===== config.mk =====
export PLATFORM = sky130hd
export DESIGN_NAME = mac_array_os
export DESIGN_NICKNAME = d
export VERILOG_FILES = /design/src/rtl/mac_array_os.sv
export SDC_FILE = /design/constraint.sdc
export NUM_CORES = 2
export LEC_CHECK = 0
export BUFFER_PORTS_ARGS = -buffer_cell sky130_fd_sc_hd__clkbuf_2
export CAP_MARGIN = 20
export CORE_AREA = 4 4 395 397
export CTS_CLUSTER_SIZE = 24
export DETAILED_ROUTE_END_ITERATION = 12
export DIE_AREA = 0 0 399 401
export PLACE_DENSITY = 0.77
export SYNTH_ARGS = -nofsm -noshare
export SYNTH_HDL_FRONTEND = slang
export SYNTH_SLANG_ARGS = --single-unit

===== constraint.sdc =====
create_clock -name clk -period 8.6 [get_ports clk]
set_input_delay 2.58 -clock clk [delete_from_list [all_inputs] [get_ports clk]]
set_output_delay 2.58 -clock clk [all_outputs]
set_load 0.005 [all_outputs]

===== src/rtl/mac_array_os.sv =====
// Output-stationary ROWS x COLS MAC array: bias/zero init, k_len outer-product beats,
// then a row-major drain with rounding shift, optional ReLU and saturation to DW bits.
module mac_array_os #(
    parameter int ROWS = 4,
    parameter int COLS = 4,
    parameter int DW   = 8,
    parameter int AW   = 24,
    parameter int KW   = 8,
    parameter int SW   = $clog2(AW),
    localparam int RIW = (ROWS > 1) ? $clog2(ROWS) : 1,
    localparam int CIW = (COLS > 1) ? $clog2(COLS) : 1
) (
    input  logic                 clk,
    input  logic                 rstn,
    input  logic                 start_i,
    input  logic [KW-1:0]        k_len_i,
    input  logic                 bias_en_i,
    input  logic [COLS*AW-1:0]   bias_i,
    input  logic [SW-1:0]        shift_i,
    input  logic                 relu_en_i,
    output logic                 busy_o,
    input  logic                 op_valid_i,
    output logic                 op_ready_o,
    input  logic [ROWS*DW-1:0]   op_x_i,
    input  logic [COLS*DW-1:0]   op_w_i,
    output logic                 out_valid_o,
    input  logic                 out_ready_i,
    output logic [DW-1:0]        out_data_o,
    output logic [RIW-1:0]       out_row_o,
    output logic [CIW-1:0]       out_col_o,
    output logic                 out_last_o,
    output logic [1:0]           dbg_state_o
);
    // Handshakes: a transfer happens on a rising edge where valid and ready are both high;
    // the presenter holds its payload stable until that edge.

    localparam int PW = 2*DW + 1;
    localparam logic signed [AW:0] ONE     = (AW+1)'(1);
    localparam logic signed [AW:0] SAT_MAX = (AW+1)'((1 << (DW-1)) - 1);
    localparam logic signed [AW:0] SAT_MIN = -SAT_MAX - ONE;
    localparam logic [DW-1:0]      OUT_MAX = {1'b0, {(DW-1){1'b1}}};
    localparam logic [DW-1:0]      OUT_MIN = {1'b1, {(DW-1){1'b0}}};

    typedef enum logic [1:0] {S_IDLE, S_ACCUM, S_DRAIN, S_READ} state_t;

    state_t          state;
    logic [KW-1:0]   k_len_q;
    logic [KW-1:0]   cnt;
    logic [SW-1:0]   shift_q;
    logic            relu_q;
    logic [RIW-1:0]  row_q;
    logic [CIW-1:0]  col_q;

    logic signed [AW-1:0] acc   [ROWS][COLS];
    logic signed [PW-1:0] p_q   [ROWS][COLS];
    logic signed [PW-1:0] prod  [ROWS][COLS];
    logic                 p_valid;

    logic start_take;
    logic beat_acc;

    assign start_take  = (state == S_IDLE) && start_i;
    assign op_ready_o  = (state == S_ACCUM) && (cnt < k_len_q);
    assign beat_acc    = op_valid_i && op_ready_o;
    assign busy_o      = (state != S_IDLE);
    assign out_valid_o = (state == S_READ);
    assign out_row_o   = row_q;
    assign out_col_o   = col_q;
    assign out_last_o  = (state == S_READ) && (row_q == RIW'(ROWS-1)) && (col_q == CIW'(COLS-1));
    assign dbg_state_o = state;

    always_ff @(posedge clk or negedge rstn) begin
        if (!rstn) begin
            state   <= S_IDLE;
            k_len_q <= '0;
            cnt     <= '0;
            shift_q <= '0;
            relu_q  <= 1'b0;
            row_q   <= '0;
            col_q   <= '0;
        end else begin
            case (state)
                S_IDLE: begin
                    if (start_i) begin
                        k_len_q <= k_len_i;
                        shift_q <= shift_i;
                        relu_q  <= relu_en_i;
                        cnt     <= '0;
                        state   <= (k_len_i == '0) ? S_DRAIN : S_ACCUM;
                    end
                end
                S_ACCUM: begin
                    if (beat_acc) begin
                        cnt <= cnt + KW'(1);
                        if (cnt == k_len_q - KW'(1)) state <= S_DRAIN;
                    end
                end
                S_DRAIN: begin
                    row_q <= '0;
                    col_q <= '0;
                    state <= S_READ;
                end
                S_READ: begin
                    if (out_ready_i) begin
                        if (col_q == CIW'(COLS-1)) begin
                            col_q <= '0;
                            if (row_q == RIW'(ROWS-1)) begin
                                row_q <= '0;
                                state <= S_IDLE;
                            end else begin
                                row_q <= row_q + RIW'(1);
                            end
                        end else begin
                            col_q <= col_q + CIW'(1);
                        end
                    end
                end
                default: state <= S_IDLE;
            endcase
        end
    end

    // Activations are unsigned, so they get a zero sign bit before the signed multiply.
    always_comb begin
        for (int i = 0; i < ROWS; i++) begin
            for (int j = 0; j < COLS; j++) begin
                prod[i][j] = PW'($signed(op_w_i[j*DW +: DW])) *
                             $signed(PW'({1'b0, op_x_i[i*DW +: DW]}));
            end
        end
    end

    always_ff @(posedge clk or negedge rstn) begin
        if (!rstn) begin
            p_valid <= 1'b0;
            for (int i = 0; i < ROWS; i++) begin
                for (int j = 0; j < COLS; j++) begin
                    p_q[i][j] <= '0;
                    acc[i][j] <= '0;
                end
            end
        end else begin
            p_valid <= beat_acc;
            for (int i = 0; i < ROWS; i++) begin
                for (int j = 0; j < COLS; j++) begin
                    if (beat_acc) p_q[i][j] <= prod[i][j];
                    if (start_take)
                        acc[i][j] <= bias_en_i ? $signed(bias_i[j*AW +: AW]) : '0;
                    else if (p_valid)
                        acc[i][j] <= acc[i][j] + {{(AW-PW){p_q[i][j][PW-1]}}, p_q[i][j]};
                end
            end
        end
    end

    logic signed [AW-1:0] acc_sel;
    logic signed [AW:0]   rnd;
    logic signed [AW:0]   q_sum;
    logic signed [AW:0]   q_shr;
    logic signed [AW:0]   q_rel;

    always_comb begin
        acc_sel = acc[row_q][col_q];
        rnd     = '0;
        if (shift_q != '0) rnd = ONE <<< (shift_q - SW'(1));
        q_sum = {acc_sel[AW-1], acc_sel} + rnd;
        q_shr = q_sum >>> shift_q;
        q_rel = (relu_q && q_shr[AW]) ? '0 : q_shr;
        if (q_rel > SAT_MAX)      out_data_o = OUT_MAX;
        else if (q_rel < SAT_MIN) out_data_o = OUT_MIN;
        else                      out_data_o = q_rel[DW-1:0];
    end

endmodule


# ---- Yosys cells after proc, flatten, opt, wreduce, memory -nomap -nowiden
# Cells that the tools add are included.
dict set report classes {
  eq_ne 12
  multipliers 16
  mux 64
  bitwise 2
  addsub 22
  n_shift 2
  n_reduce_logical 18
  n_lt_le_gt_ge 5
}
# operator count
set ops {}
lappend ops {{$mux 24} 38}
lappend ops {{$add 24x24->24} 16}
lappend ops {{$mul 8x9->17} 16}
lappend ops {{$bmux 96 s2} 1}
lappend ops {{$mux 96} 2}
lappend ops {{$mux 25} 2}
lappend ops {{$bmux 24 s2} 1}
lappend ops {{$mux 8} 4}
lappend ops {{$add 25x25->25} 1}
lappend ops {{$gt 25x8->1 const B} 1}
lappend ops {{$lt 25x8->1 const B} 1}
lappend ops {{$sshl 2x5->25 const A} 1}
lappend ops {{$sshr 25x5->25} 1}
lappend ops {{$mux 2} 12}
lappend ops {{$pmux 8 s2} 1}
lappend ops {{$add 8x1->8 const B} 1}
lappend ops {{$eq 2x2->1 const B} 4}
lappend ops {{$eq 8x8->1} 1}
lappend ops {{$logic_not 8->1} 1}
lappend ops {{$lt 8x8->1} 1}
lappend ops {{$ne 2x1->1 const B} 4}
lappend ops {{$pmux 2 s2} 2}
lappend ops {{$pmux 2 s4} 1}
lappend ops {{$reduce_bool 2->1} 4}
lappend ops {{13 further kinds} 24}
dict set report totals {
  out_inout_bits 18
  register_bits 685
  word_cells 181
  inputBits 180
}

# ---- Longest topological paths before layout
dict set report depth {
  ltp_word 14
  mapped_depth 23
  mapped_depth_nobuf 22
}

# ---- Worst setup path before layout
# No wires, ideal clock.
dict set report synth_path {
  path_type {flip-flop to output port}
  startpoint {register row_q[0] (netlist: out_row_o[0])}
  endpoint {output out_data_o[6]}
  path_buffers 4
  path_slack_ns 0.232
  arrival_ns 5.788
  t_required_ns 6.020
  stages_incl_launch_ff 22
  path_cell_list {dfrtp_1 buf_6 clkbuf_1 buf_1 clkbuf_1 mux4_2 mux4_2 ha_1 inv_1 fa_1 nand2b_1 a21oi_1 o211a_1 o31a_1 nor3_1 nor3_1 a2111oi_0 a31oi_1 a211oi_1 a41oi_1 o41ai_4 a21o_1}
}
dict set report synth_via {
  elab_chain_len 14
  elab_cells_between_ends 15
  cone_classes {add/sub (1); order compare (2); shift (1); mux (9); bitwise (1); reduce/logical (1)}
}
# item line
set synth_rtl {}
lappend synth_rtl {{start: declaration} 51} ;# logic [RIW-1:0] row_q;
lappend synth_rtl {{start signal: assignment} 111} ;# row_q <= row_q + RIW'(1);
lappend synth_rtl {{$not 2->3 (implied by the code) (*)} 163} ;# acc_sel = acc[row_q][col_q];
lappend synth_rtl {{$bmux 96 s2 (*)} 163}
lappend synth_rtl {{$mux 96 (implied by the code) (*) (2 in a row)} 163}
lappend synth_rtl {{$bmux 24 s2 (*)} 163}
lappend synth_rtl {{$mux 24 (implied by the code) (*) (2 in a row)} 163}
lappend synth_rtl {{$add 25x25->25 (*)} 166} ;# q_sum = {acc_sel[AW-1], acc_sel} + rnd;
lappend synth_rtl {{$sshr 25x5->25 (*)} 167} ;# q_shr = q_sum >>> shift_q;
lappend synth_rtl {{$logic_and 1x1->1} 168} ;# q_rel = (relu_q && q_shr[AW]) ? '0 : q_shr;
lappend synth_rtl {{$mux 25 (*)} 168}
lappend synth_rtl {{$lt 25x8->1} 170} ;# else if (q_rel < SAT_MIN) out_data_o = OUT_MIN;
lappend synth_rtl {{$mux 8} 170}
lappend synth_rtl {{$mux 8 (*)} 169} ;# if (q_rel > SAT_MAX) out_data_o = OUT_MAX;
lappend synth_rtl {{end: declaration} 28} ;# output logic [DW-1:0] out_data_o,
# Every way passes the cells marked *; elsewhere a longest branch is shown, timed or not. The select of a mux whose other input is x is not followed.

# ---- Worst setup path in the final report
# Same ends and word-level chain as after synthesis.

==> results.txt <==
The flow ran to the end, but the final reports show violations. The worst slack on hold paths is 0.4848 ns. The checks that failed: setup timing. Across the VDD grid, the largest voltage drop is 0.2418 mV.

The final worst-path cycle share is 1.013. TritonCTS built the clock tree. Setup repair after global routing could not meet its margin everywhere. The layout cell share with drive strength beyond 1 is 0.09144. nand2_1 is the most common cell in the netlist. The number of buffer cells added on primary ports is 197. The compound-gate portion of the synthesized area is 0.1602. The register area is 17150 um^2. The total power divided by cell area came out at 404.1 nW/um^2. The area of the mapped netlist is 83260 um^2. The worst-case register-to-register setup slack is 3.93 ns. Synthesis instantiated 92 different standard cells from the library. For the worst-skew pair, the clock arrives at the later sink with an insertion delay of 0.73 ns. The first TritonRoute pass finished after 7 iterations. The fraction of the mapped netlist area in simple logic gates is 0.1656.

The combined area of the multi-input logic cells came out at 61460 um^2. The cts-stage hold buffer count is 0. The routed design could run at a clock period as short as 8.709 ns. The met2 track demand over resource is 0.4923. The area enclosed by the die boundary came out at 160000 um^2. Ranked by total cell area, the synthesized netlist is headed by dfrtp_1, ha_1, fa_1. The area growth from synthesis to layout is 9.430%.

The number of nets in the layout came out at 11616. The actual slew at the worst max-slew pin is 1.179 ns. The required time reported for the critical path endpoint came out at 6.02 ns. Counting instances in the post-synthesis netlist gives the leading cell types as nand2_1, ha_1, inv_1. The root buffer cell chosen for the clock tree is clkbuf_16. The worst hold path stage count came out at 2. The post-detailed-route count of antenna-violating nets is 0. The number of storage elements in the synthesis netlist came out at 685. The total power came out at 36.81 mW.

The per-instance average area after synthesis is 8.622 um^2. The pin count of the biggest net entering global routing is 210. The remaining routing DRC violations came out at 0.

The xor and xnor fraction of the mapped netlist area is 0.04849. The top achievable clock speed came out at 0.1148 GHz. The via count of the first global-routing pass was 72327.

Yosys mapped a number of flops with a built-in enable equal to 0. The final count of hold timing violations came out at 0. The max-slew violation count was 0.

The region available for standard cell placement spans 151900 um^2. The fill cell instance count of the final layout came out at 12932. The detailed placer's ending HPWL is 206.1 mm.

By area, the combinational part of the netlist is dominated by adder cells. The maximum number of buffers from clock root to sink is 3. The all-layer global routing usage came out at 0.3378. In the synthesized netlist the dominant register cell turns out to be dfrtp_1. Between clock sinks in the finished design, the worst skew comes to 0.03760 ns. The startpoint identified for the worst register-to-register timing path is acc[121]. Dividing the detail-routed wire length by the instance count gives 22.94 um. The count of standard-cell rows is 143.

The weighted congestion reported at the end of routability-driven placement came out at 0.9869. The adder and majority cell fraction of the synthesized area is 0.3111. The largest fanout on the critical path is 9. The biggest area contributor in the post-synthesis netlist is dfrtp_1.

The die boundary height is 401 um. Once layout is complete, the utilization of the core stands at 0.5998. The total of warnings raised by yosys came out at 0.

The number of antenna violations at the first check in global routing is 29. The portion of netlist area occupied by mux cells came out at 0.04057. The wire length of the first global-routing pass came out at 419.6 mm. The final worst slack came out at -0.1088 ns. The part of the Yosys area used for sequential elements is 0.2059. The tree built by TritonCTS fans out to 685 sinks. Of the post-synthesis cell area, the dominant cell type holds 0.2059.

Data arrives at the worst endpoint at 6.13 ns. Summed over all layers, the routed wires come to 271.6 mm. The total setup violations reported at the end of the flow came out at 7. The worst hold path terminates at p_q[6]. The H-tree generated during clock tree synthesis spans 3 levels.

For this run, global-route usage on met3 was measured as 0.1046. The number of cells on the worst reg-to-reg path is 13. In this run the tightest slew margin relative to its limit is 0.2038. After detailed routing, the number of vias per cell comes to 6.089. The total global routing overflow is 0.

The number of CTS-inserted buffers came out at 84. The path type of the worst setup path is flip-flop to output pin. The worst reg2reg path endpoint is acc[143]. The total leakage power came out at 44.25 nW. For this design the top-level I/O count stands at 198. The net count after synthesis came out at 11542.

The fraction of registers with async set/reset came out at 1.000. Summing over every cut layer, the via total after detailed routing is 72085. The kind of launch point of the worst setup path is a flip-flop.

In the global route stage, met1 resource usage came out at 0.4588. The horizontal die dimension is 399 um. The first routing iteration left 6924 violations.

The worst min-delay path startpoint is p_q[6]. The worst setup slack before clock tree synthesis is 0.1537 ns. For this configuration, the core starts out at a cell density of 0.5481.

In this run the worst hold path is classified as flip-flop to flip-flop. After clock tree synthesis, the clock-pin slew on the worst setup and hold paths is 0.06 ns. Counting every instance in the synthesized netlist gives 9657. met2 is the most crowded layer. The sort of element at the end of the critical path is an output pin.

Across the run, the number of max-cap violations was 0.
sequential cells by signal, indices dropped and copies added (netlist names):
| name | cells |
|---|---|
| acc | 384 |
| p_q | 272 |
| cnt | 8 |
| k_len_q | 8 |
| shift_q | 5 |
| dbg_state_o | 2 |
| out_col_o | 2 |
| out_row_o | 2 |
| p_valid | 1 |
| relu_q | 1 |
cell families (layout without fill, tap and decap cells):
group | count (synthesis) | count (layout)
and+or+nand+nor | 2915 | 2915
AOI/OAI and AO/OA | 2208 | 2208
adders and majority gates | 1705 | 1705
buffers and inverters | 1500 | 1642
DFF | 685 | 685
xor gates and xnor gates | 461 | 461
muxes | 183 | 183
other | 0 | 9
metal layers:
metal | wire length [um] | vias to the layer above
li1 | - | 32760
met1 | 109800 | 35371
met2 | 113800 | 3280
met3 | 33070 | 660
met4 | 14790 | 14
met5 | 150 | -
worst max-delay path, stage by stage, from the launching register on:
cell,delay [ns]
dfrtp_4,0.44
buf_12,0.17
buf_12,0.17
mux4_2,0.61
mux4_2,0.56
ha_4,0.31
o211ai_1,0.17
o211ai_4,0.37
nand4b_1,0.17
and3_4,0.23
a221o_1,0.36
or3_4,0.35
o22a_1,0.24
a211o_1,0.27
a32o_2,0.25
nor4_4,0.33
a21oi_4,0.12
a21o_1,0.18
clkbuf_2,0.11
power breakdown:
part           internal, mW  switching, mW
registers              4.85           2.21
logic                  10.9           15.0
clock network          2.29           1.61
layout make-up:
type	instances	share of cell area
Clock inverter	39	0.006344
Inverter	1048	0.04317
Timing Repair Buffer	440	0.03333
Clock buffer	115	0.02623
Antenna cell	9	0.0002472
Multi-Input combinational cell	7472	0.6745
Sequential cell	685	0.1883
Tap cell	2030	0.02788
worst max-delay path by stage:
stage / cells past startpoint / to / start / slack, ns
final: 18 / out_data_o[6] / out_row_o[0] / -0.11
after CTS: 23 / out_data_o[6] / out_row_o[0] / -0.11
after floorplan: 21 / out_data_o[6] / out_row_o[0] / 0.23
after detailed placement: 18 / out_data_o[6] / out_row_o[0] / 0.15
after global routing: 22 / out_data_o[6] / out_row_o[0] / -0.29
after global placement: 18 / out_data_o[6] / out_row_o[0] / 0.15
placed cells by master (no fill, tap or decap), types with 220 or more instances in the layout:
cell | netlist | final
nand2_1 | 1218 | 1211
ha_1 | 1096 | 1080
inv_1 | 1046 | 1044
a21oi_1 | 751 | 739
dfrtp_1 | 685 | 681
o21ai_0 | 679 | 674
fa_1 | 609 | 608
and2_1 | 584 | 582
nor2_1 | 503 | 494
xnor2_1 | 255 | 254
buf_4 | 1 | 220
timing repair:
item | in CTS | in global routing
setup buffers | 38 | 18
pin swaps | 53 | 46
hold endpoints to repair | 0 | 0
gates resized for setup | 128 | 70
setup endpoints to repair | 7 | 7
cloned | 3 | 0
metrics by stage:
stage          setup TNS, ns  instance area [um^2]  cells
2_1_floorplan              0                 83260   9657
3_3_place_gp               0                 86660  11623
3_5_place_dp               0                 86660  11623
4_1_cts              -0.6210                 90740  11817
5_1_grt               -1.930                 91110  11836
6_report             -0.6699                 91110  11838
(Power assumes the default switching activity.)
